==> src/rtl/booth_r4_seq_mul_if.sv <==
// Operand/product handshake bundle for booth_r4_seq_mul.
// master = operand producer / product consumer, slave = the multiplier.
interface booth_r4_seq_mul_if;
   localparam int unsigned OP_W   = 32;
   localparam int unsigned PROD_W = 64;

   logic              in_valid;
   logic              in_ready;
   logic [OP_W-1:0]   mulcand;
   logic [OP_W-1:0]   mulplier;
   logic              sign;
   logic              out_valid;
   logic              out_ready;
   logic [PROD_W-1:0] product;
   logic              busy;

   modport master (
      output in_valid, mulcand, mulplier, sign, out_ready,
      input  in_ready, out_valid, product, busy
   );

   modport slave (
      input  in_valid, mulcand, mulplier, sign, out_ready,
      output in_ready, out_valid, product, busy
   );
endinterface

==> src/rtl/booth_r4_seq_mul.sv <==
// Sequential radix-4 Booth multiplier, 32x32 -> 64, one digit per clock.
// Optional early termination when all remaining digits are zero: define SEQ_MUL_EARLY_TERM_EN.
module booth_r4_seq_mul (
   input logic              clk,
   input logic              rst,
   booth_r4_seq_mul_if.slave bus
);
   localparam int unsigned OP_W   = 32;
   localparam int unsigned PROD_W = 64;
   localparam int unsigned MC_W   = OP_W + 1;   // extended multiplicand M
   localparam int unsigned PP_W   = OP_W + 2;   // partial product, holds +/-2M
   localparam int unsigned MR_W   = OP_W + 3;   // extended multiplier plus b[-1]
   localparam int unsigned CNT_W  = 5;
   localparam int unsigned SH_W   = CNT_W + 1;
   localparam logic [CNT_W-1:0] LAST_DIGIT = CNT_W'(16);

`ifdef SEQ_MUL_EARLY_TERM_EN
   localparam bit EARLY_TERM = 1'b1;
`else
   localparam bit EARLY_TERM = 1'b0;
`endif

   typedef enum logic [1:0] {
      IDLE = 2'd0,
      RUN  = 2'd1,
      DONE = 2'd2
   } state_t;

   state_t              state_q;
   logic [MC_W-1:0]     mcand_q;
   logic [MR_W-1:0]     mr_q;
   logic [PROD_W-1:0]   acc_q;
   logic [CNT_W-1:0]    cnt_q;
   logic                out_valid_q;
   logic                busy_q;

   logic [2:0]          digit;
   logic                neg;
   logic [PP_W-1:0]     m1;
   logic [PP_W-1:0]     m2;
   logic [PP_W-1:0]     mag;
   logic [PP_W-1:0]     pp;
   logic [SH_W-1:0]     shamt;
   logic [PROD_W-1:0]   term;
   logic [PROD_W-1:0]   corr;
   logic [PROD_W-1:0]   acc_nxt;
   logic                rest_zero;

   // Digit recode of the low three multiplier bits and the weighted accumulate.
   always_comb begin
      digit   = mr_q[2:0];
      neg     = 1'b0;
      mag     = '0;
      m1      = {mcand_q[MC_W-1], mcand_q};
      m2      = {mcand_q, 1'b0};
      case (digit)
         3'b001, 3'b010: mag = m1;
         3'b011:         mag = m2;
         3'b100: begin
            mag = m2;
            neg = 1'b1;
         end
         3'b101, 3'b110: begin
            mag = m1;
            neg = 1'b1;
         end
         default:        mag = '0;
      endcase
      pp      = neg ? ~mag : mag;
      shamt   = {cnt_q, 1'b0};
      term    = {{(PROD_W-PP_W){pp[PP_W-1]}}, pp} << shamt;
      corr    = {{(PROD_W-1){1'b0}}, neg} << shamt;
      acc_nxt = acc_q + term + corr;
      // Remaining digits are all 000/111 exactly when the unconsumed bits are uniform.
      rest_zero = (mr_q == '0) || (mr_q == '1);
   end

   // Control state, operand capture and accumulator.
   always_ff @(posedge clk) begin
      if (rst) begin
         state_q     <= IDLE;
         mcand_q     <= '0;
         mr_q        <= '0;
         acc_q       <= '0;
         cnt_q       <= '0;
         out_valid_q <= 1'b0;
         busy_q      <= 1'b0;
      end else begin
         case (state_q)
            IDLE: begin
               if (bus.in_valid) begin
                  mcand_q <= {bus.sign & bus.mulcand[OP_W-1], bus.mulcand};
                  mr_q    <= {{2{bus.sign & bus.mulplier[OP_W-1]}}, bus.mulplier, 1'b0};
                  acc_q   <= '0;
                  cnt_q   <= '0;
                  busy_q  <= 1'b1;
                  state_q <= RUN;
               end
            end
            RUN: begin
               if (EARLY_TERM && rest_zero) begin
                  out_valid_q <= 1'b1;
                  state_q     <= DONE;
               end else begin
                  acc_q <= acc_nxt;
                  mr_q  <= {{2{mr_q[MR_W-1]}}, mr_q[MR_W-1:2]};
                  cnt_q <= cnt_q + CNT_W'(1);
                  if (cnt_q == LAST_DIGIT) begin
                     out_valid_q <= 1'b1;
                     state_q     <= DONE;
                  end
               end
            end
            DONE: begin
               if (bus.out_ready) begin
                  out_valid_q <= 1'b0;
                  busy_q      <= 1'b0;
                  state_q     <= IDLE;
               end
            end
            default: begin
               out_valid_q <= 1'b0;
               busy_q      <= 1'b0;
               state_q     <= IDLE;
            end
         endcase
      end
   end

   // in_ready must drop in the same cycle rst is raised, so it is gated directly.
   assign bus.in_ready  = (state_q == IDLE) && !rst;
   assign bus.out_valid = out_valid_q;
   assign bus.busy      = busy_q;
   assign bus.product   = acc_q;

endmodule
==> src/flat_wrapper.sv <==
// flat-port wrapper written by rule: the top's interface ports become plain ports
module booth_r4_seq_mul_flat 
  (clk, rst, bus_in_valid, bus_mulcand, bus_mulplier, bus_sign, bus_out_ready, bus_in_ready, bus_out_valid, bus_product, bus_busy);
  booth_r4_seq_mul_if bus_i ();
  input logic clk;
  input logic rst;
  input wire logic [$bits(bus_i.in_valid)-1:0] bus_in_valid;
  input wire logic [$bits(bus_i.mulcand)-1:0] bus_mulcand;
  input wire logic [$bits(bus_i.mulplier)-1:0] bus_mulplier;
  input wire logic [$bits(bus_i.sign)-1:0] bus_sign;
  input wire logic [$bits(bus_i.out_ready)-1:0] bus_out_ready;
  output wire logic [$bits(bus_i.in_ready)-1:0] bus_in_ready;
  output wire logic [$bits(bus_i.out_valid)-1:0] bus_out_valid;
  output wire logic [$bits(bus_i.product)-1:0] bus_product;
  output wire logic [$bits(bus_i.busy)-1:0] bus_busy;
  assign bus_i.in_valid = bus_in_valid;
  assign bus_i.mulcand = bus_mulcand;
  assign bus_i.mulplier = bus_mulplier;
  assign bus_i.sign = bus_sign;
  assign bus_i.out_ready = bus_out_ready;
  assign bus_in_ready = bus_i.in_ready;
  assign bus_out_valid = bus_i.out_valid;
  assign bus_product = bus_i.product;
  assign bus_busy = bus_i.busy;
  booth_r4_seq_mul u_core (.clk(clk), .rst(rst), .bus(bus_i));
endmodule
==> config.mk <==
export PLATFORM = sky130hd
export DESIGN_NAME = booth_r4_seq_mul_flat
export DESIGN_NICKNAME = d
export VERILOG_FILES = /design/src/rtl/booth_r4_seq_mul_if.sv /design/src/rtl/booth_r4_seq_mul.sv /design/src/flat_wrapper.sv
export SDC_FILE = /design/constraint.sdc
export NUM_CORES = 1
export LEC_CHECK = 0
export CAP_MARGIN = 5
export CORE_MARGIN = 2
export CORE_UTILIZATION = 30
export DETAILED_ROUTE_END_ITERATION = 6
export GPL_ROUTABILITY_DRIVEN = 0
export HOLD_SLACK_MARGIN = 0.15
export PLACE_DENSITY = 0.47
export SYNTH_ARGS = -nofsm -noshare
export SYNTH_HDL_FRONTEND = slang
export SYNTH_SLANG_ARGS = --single-unit
==> constraint.sdc <==
create_clock -name clk -period 12.8 [get_ports clk]
set_input_delay 1.92 -clock clk [delete_from_list [all_inputs] [get_ports clk]]
set_output_delay 1.92 -clock clk [all_outputs]
set_load 0.05 [all_outputs]
Word level (Yosys, flattened, before mapping)
Cells that the tools add are included.
{"block": "totals", "input_bits": 69, "out_inout_bits": 67, "wordCells": 61, "register_bits": 141}
{"block": "classes", "n_mux": 18, "n_reduce_logical": 13, "eq_ne": 12, "n_addsub": 3, "shifts": 2, "n_bitwise": 5}
{"operator": "64-bit adder", "n": 2}
{"operator": "64-bit case mux with 2 select lines", "n": 1}
{"operator": "35-bit case mux with 2 select lines", "n": 1}
{"operator": "34-bit case mux with 2 select lines", "n": 1}
{"operator": "64-bit two-way mux", "n": 1}
{"operator": "1-bit by 6-bit << shifter with 64-bit output", "n": 1}
{"operator": "64-bit by 6-bit << shifter with 64-bit output", "n": 1}
{"operator": "35-bit two-way mux", "n": 1}
{"operator": "34-bit two-way mux", "n": 1}
{"operator": "34-bit NOT", "n": 1}
{"operator": "3-bit AND reduction", "n": 4}
{"operator": "5-bit case mux with 2 select lines", "n": 1}
{"operator": "3-bit == test, second input constant", "n": 3}
{"operator": "3-bit by 2-bit == test with 1-bit output, second input constant", "n": 2}
{"operator": "2-bit two-way mux", "n": 3}
{"operator": "1-bit case mux with 3 select lines", "n": 2}
{"operator": "2-bit case mux with 3 select lines", "n": 1}
{"operator": "5-bit by 1-bit adder with 5-bit output, second input constant", "n": 1}
{"operator": "5-bit == test, second input constant", "n": 1}
{"operator": "5-bit two-way mux", "n": 1}
{"operator": "1-bit two-way mux", "n": 4}
{"operator": "2-bit != test, second input constant", "n": 2}
{"operator": "2-bit AND reduction", "n": 2}
{"operator": "4-bit OR reduction", "n": 1}
{"operator": "other kinds (12)", "n": 14}

Longest topological paths before layout
{"block": "depth", "ltp_word": 9, "ltp_mapped": 30, "ltp_nobuf": 26}

Least setup slack after synthesis
No wires, ideal clock.
{"block": "synth_path", "kind": "register -> register", "from": "reg u_core.mr_q[0]", "to": "reg u_core.acc_q[62] (netlist: u_core.bus.product[62])", "path_stages_with_launch": 27, "path_buffers": 5, "setup_ps": 122, "slack_ps": 7197, "period_less_slack_ps": 5603, "t_required_ps": 12678, "t_arrival_ps": 5480, "cell_sequence": "dfxtp_1 > inv_1 > ha_1 > buf_2 > buf_1 > buf_2 > buf_2 > a22oi_1 > mux2i_1 > xnor2_1 > nand2_1 > o21ai_0 > mux2_2 > nor2_1 > fa_1 > ha_1 > buf_2 > nand4_1 > or4_1 > o21ai_2 > o22ai_2 > o31ai_4 > a31oi_1 > o31a_1 > o31ai_2 > mux2i_1 > nand3_1"}
{"block": "synth_between", "elab_chain_len": 9, "elab_cells_between_ends": 18, "classes_between": "add/sub: 2; eq/ne: 6; shift: 2; mux: 4; bitwise: 1; reduce/logical: 3"}
{"item": "from (decl)", "line_no": "booth_r4_seq_mul.sv:31", "source": "logic [MR_W-1:0] mr_q;"}
{"item": "from (signal assigned)", "line_no": "booth_r4_seq_mul.sv:93", "source": "mr_q <= {{2{bus.sign & bus.mulplier[OP_W-1]}}, bus.mulplier, 1'b0};"}
{"item": "from (signal assigned)", "line_no": "booth_r4_seq_mul.sv:106", "source": "mr_q <= {{2{mr_q[MR_W-1]}}, mr_q[MR_W-1:2]};"}
{"item": "3-bit by 1-bit == test with 1-bit output, or another cell as far along", "line_no": "booth_r4_seq_mul.sv:56", "source": "case (digit)"}
{"item": "4-bit OR reduction (no line) / 2-bit OR reduction (equally long branches)"}
{"item": "34-bit case mux with 2 select lines", "line_no": "booth_r4_seq_mul.sv:56"}
{"item": "34-bit NOT", "line_no": "booth_r4_seq_mul.sv:69", "source": "pp = neg ? ~mag : mag;"}
{"item": "34-bit two-way mux", "line_no": "booth_r4_seq_mul.sv:69"}
{"item": "64-bit by 6-bit << shifter with 64-bit output", "line_no": "booth_r4_seq_mul.sv:71", "source": "term = {{(PROD_W-PP_W){pp[PP_W-1]}}, pp} << shamt;"}
{"item": "64-bit adder", "line_no": "booth_r4_seq_mul.sv:73", "source": "acc_nxt = acc_q + term + corr;"}
{"item": "64-bit adder *", "line_no": "booth_r4_seq_mul.sv:73"}
{"item": "64-bit case mux with 2 select lines *", "line_no": "booth_r4_seq_mul.sv:89", "source": "case (state_q)"}
{"item": "to (signal assigned)", "line_no": "booth_r4_seq_mul.sv:105", "source": "acc_q <= acc_nxt;"}
{"item": "to (decl)", "line_no": "booth_r4_seq_mul.sv:32", "source": "logic [PROD_W-1:0] acc_q;"}
Mark *: on every way between the ends. The rest lies on a longest branch, timed or not.
A chain may end at the register's enable or synchronous reset.

Final worst setup path
{"block": "layout_path", "from": "reg u_core.cnt_q[0]", "to": "reg u_core.acc_q[61] (netlist: u_core.bus.product[61])"}
{"block": "layout_between", "elab_chain_len": 4, "elab_cells_between_ends": 5, "classes_between": "add/sub: 2; shift: 2; mux: 1"}
{"item": "from (decl)", "line_no": "booth_r4_seq_mul.sv:33", "source": "logic [CNT_W-1:0] cnt_q;"}
{"item": "from (signal assigned)", "line_no": "booth_r4_seq_mul.sv:107", "source": "cnt_q <= cnt_q + CNT_W'(1);"}
{"item": "64-bit by 6-bit << shifter with 64-bit output", "line_no": "booth_r4_seq_mul.sv:71"}
{"item": "64-bit adder", "line_no": "booth_r4_seq_mul.sv:73"}
{"item": "64-bit adder *", "line_no": "booth_r4_seq_mul.sv:73"}
{"item": "64-bit case mux with 2 select lines *", "line_no": "booth_r4_seq_mul.sv:89"}
Marked as above.

==> run_results.csv <==
group,metric,value,unit
placed_design,dpl.hpwl,34.20,mm
timing,period_needed,6683,ps
power_and_ir_drop,p_sw,667.1,µW
timing,timing.hold.ws,465.8,ps
critical_path,rr_endpoint,"u_core.bus.product[61]$_SDFFE_PP0P_",
finish,fin_area,0.01497,mm²
synthesis,ys_seq_area_frac,0.2217,
critical_path,cp_num_cells,22,
timing,max_freq,0.1496,GHz
finish,n_antenna_cell,0,
synthesis,synth_largest_area_cell,"dfxtp_1",
power_and_ir_drop,p_int,954.1,µW
critical_path,r2r_slack,6120,ps
critical_path,max_stage_delay,820,ps
finish,instances_no_fill,2326,
critical_path,required,13110,ps
die,die_y,210.0,µm
synthesis,synth_compound_area_frac,0.2391,
power_and_ir_drop,finalPower,1.621,mW
clock_network,cts_buffer_depth,2,
timing,max_slew_margin,0.2397,
critical_path,cp-start-kind,"register",
die,io_pins,136,
critical_path,r2r_cells,22,
clock_network,clock_sinks,141,
drt,drtIter0Drc,1171,
critical_path,setup.worst_path.end_class,"register",
synthesis,syn_area,0.01273,mm²
synthesis,synth_top_family_by_area,"compound AO/OA/AOI/OAI gates",
synthesis,syn_nets,1935,
drt,post_drt_via_cell_ratio,5.407,
clock_network,cts_tree,"done",
synthesis,synth_mux_area_frac,0.05169,
timing,fin_ws,6117,ps
die,die_w,210.0,µm
timing,finalMaxSlewViolations,0,
power_and_ir_drop,p_sw_frac,0.4115,
critical_path,worstPathCellList,"inv_2, mux2i_1, xnor2_1, o22a_1, nor2_1, nor2_1, nand2_1, o21ai_0, nor2_1, fa_1, ha_1, nand4_1, nor3_1, a21oi_1, o21ai_0, a21oi_1, o41ai_1, a31oi_1, o21ai_1, a41oi_1, xor2_1, o21ai_1",
placed_design,post_dp_cell_area,0.01439,mm²
power_and_ir_drop,ir_drop,0.08253,mV
timing,finalHoldViolCount,0,
clock_network,ctsResizeCount,0,
global_routing,grt_first_pass_wirelength,68.31,mm
drt,dr.pass1.iters,7,
synthesis,ys_ff_latch,141,
synthesis,syn_inst,1734,
drt,ant_nets,0,
synthesis,synth.most_common_cell,"nor2_1",
critical_path,path_buf_inv,1,
min_path,hold_path.class,"reg -> reg",
critical_path,crit_slowest_cell,"dfxtp_1",
synthesis,synthXorXnorAreaFrac,0.06868,
drt,drcViolationCount,8,
synthesis,yosysUniqueCellTypes,73,
clock_network,clk-insertion-delay-late,460,ps
finish,final_util,0.3568,
global_routing,groute.usage.overall,0.1985,
global_routing,grt_pass1_vias,11860,
critical_path,crit_start,"u_core.cnt_q[0]$_SDFFE_PP0P_",
synthesis,ys_warn_count,0,
die,core_area,0.04195,mm²
synthesis,synth_flop_cell,"dfxtp_1",
synthesis,synth_edf_count,0,
critical_path,crit_path_end,"u_core.bus.product[61]$_SDFFE_PP0P_",
power_and_ir_drop,power_per_cell_area,108.3,mW/mm²
critical_path,cp_top_family,"compound AO/OA/AOI/OAI gates",
global_routing,grt_max_degree,89,
critical_path,crit_fanout,35,
die,die_area,0.04411,mm²
placed_design,dp.cells,2294,
critical_path,crit_path_frequent_cell,"nor2_1",
synthesis,avgSynthCellArea,7.343,µm²
placed_design,place_ws,6299,ps
power_and_ir_drop,combPwrFrac,0.375,
min_path,whs_path_depth,2,
global_routing,antenna_found_initial,1,
finish,syn_to_final_growth,17.55,%
timing,period_share,0.5221,
timing,setup_tns,0,ps
critical_path,cp.arrival,7000,ps
clock_network,cts_buffers,17,
timing,rsz0062_at_grt,"false",
placed_design,port_buffers,135,
critical_path,r2r-start,"u_core.cnt_q[0]$_SDFFE_PP0P_",
die,num_rows,75,
synthesis,synthSimpleGateAreaFrac,0.2219,
timing,worstMarginPinSlew,1138,ps
clock_network,h-tree-depth,4,
power_and_ir_drop,p_seq_frac,0.313,
synthesis,synth_common_cells,"nor2_1 (268), nand2_1 (220), a21oi_1 (194), dfxtp_1 (141), clkbuf_1 (101)",
global_routing,overflow,0,
drt,wire_per_inst,19.10,µm
synthesis,synth_top_area_frac,0.2217,
outcome,violations,"design-rule violations",
finish,fill_cells,4513,
synthesis,synthAdderAreaFrac,0.1492,
power_and_ir_drop,clkPwrFrac,0.312,
timing,finClkSkew,24.52,ps
critical_path,critPathKind,"reg -> reg",
drt,drt-total-wl,44.42,mm
synthesis,async_flop_share,0,
outcome,outcome,"finished, violations left",
clock_network,post_cts_buffers,0,
power_and_ir_drop,power.leakage,6.281,nW
timing,setup_violations,0,
clock_network,path_clk_slew,70,ps
drt,routed-via-count,12580,
die,initial_core_util,0.3036,
flow_run,cap_violations,0,
finish,nNetsFinal,1975,
clock_network,holdBufCountCts,0,
synthesis,synth_area_leaders,"dfxtp_1 (22%), ha_1 (9.7%), nor2_1 (7.9%)",
finish,drive_gt1_frac,0.04589,
clock_network,cts_root_buffer,"clkbuf_16",
## power by group through the flow
| stage | registers (mW) | logic, mW | clock network [mW] |
|---|---|---|---|
| 5_1_grt | 0.512 | 0.662 | 0.537 |
| 4_1_cts | 0.508 | 0.604 | 0.525 |
| 3_5_place_dp | 0.518 | 0.601 | 0 |
| 3_3_place_gp | 0.518 | 0.602 | 0 |
| 2_1_floorplan | 0.558 | 0.374 | 0 |
| 6_report | 0.507 | 0.608 | 0.506 |
## state kept, by name, indices dropped and copies added (netlist names)
signal,flops
u_core.mcand_q,33
u_core.bus.product,64
u_core.mr_q,35
u_core.state_q,2
u_core.cnt_q,5
u_core.bus.out_valid,1
u_core.bus.busy,1
## layout make-up
class	count	area, µm²	area share
multi-input combinational	1439	9328	0.6232
sequential	141	2824	0.1887
timing repair buffer	151	1469	0.09814
tap	539	674.4	0.04506
clock buffer	18	439.2	0.02934
clock inverter	14	143.9	0.009613
inverter	24	90.09	0.006019
## cell families (layout without fill, tap and decap cells)
logic type	Yosys count	after routing
muxes	61	61
xor gates and xnor gates	99	99
and+or+nand+nor	660	660
buffers and inverters	154	207
adders and majority gates	132	132
AOI/OAI and AO/OA	487	487
DFF	141	141
## per-layer routing
| metal | track usage | vias to the layer above | share of wire |
|---|---|---|---|
| met5 | 0 | - | 0.00029 |
| met4 | 0.06945 | 2 | 0.026 |
| met3 | 0.03456 | 54 | 0.055 |
| met2 | 0.3056 | 394 | 0.44 |
| met1 | 0.2788 | 5912 | 0.48 |
| li1 | - | 6214 | - |
## tightest hold or removal path: cells and delay by family (launching register included)
kind | cells | cell delay [ps]
simple gates | 1 | 50
flops | 1 | 320
compound gates | 1 | 50
## placed cells by master (no fill, tap or decap), drive strengths merged, types with 8 or more instances in the layout
| cell | synthesis | layout |
|---|---|---|
| buf | 29 | 17 |
| ha | 99 | 99 |
| nor2b | 8 | 8 |
| o21bai | 16 | 16 |
| clkbuf | 101 | 18 |
| a31oi | 17 | 17 |
| nor2 | 268 | 268 |
| o31ai | 8 | 8 |
| o22a | 8 | 8 |
| xnor2 | 74 | 74 |
| o22ai | 15 | 15 |
| o21ai | 88 | 88 |
| a22oi | 36 | 36 |
| mux2i | 53 | 53 |
| and2 | 9 | 9 |
| nand2 | 221 | 221 |
| fa | 33 | 33 |
| and3 | 8 | 8 |
| xor2 | 25 | 25 |
| a211oi | 12 | 12 |
| dfxtp | 141 | 141 |
| inv | 24 | 33 |
| nor4 | 36 | 36 |
| clkdlybuf4s50 | 0 | 134 |
| a21oi | 194 | 194 |
| nand3 | 55 | 55 |
| o21a | 8 | 8 |
| nand2b | 9 | 9 |
| nand4 | 18 | 18 |
| a21o | 40 | 40 |
| nor3 | 17 | 17 |
## worst min-delay path by stage
stage | from | end | slack, ps
2_1_floorplan | u_core.mr_q[32]$_SDFFE_PP0P_ | u_core.mr_q[32]$_SDFFE_PP0P_ | 430
3_3_place_gp | u_core.mr_q[32]$_SDFFE_PP0P_ | u_core.mr_q[32]$_SDFFE_PP0P_ | 460
3_5_place_dp | u_core.mr_q[32]$_SDFFE_PP0P_ | u_core.mr_q[32]$_SDFFE_PP0P_ | 460
4_1_cts | u_core.mr_q[32]$_SDFFE_PP0P_ | u_core.mr_q[32]$_SDFFE_PP0P_ | 470
5_1_grt | u_core.mr_q[32]$_SDFFE_PP0P_ | u_core.mr_q[32]$_SDFFE_PP0P_ | 490
6_report | u_core.mr_q[32]$_SDFFE_PP0P_ | u_core.mr_q[32]$_SDFFE_PP0P_ | 470
Power figures use the tool's default switching activity.
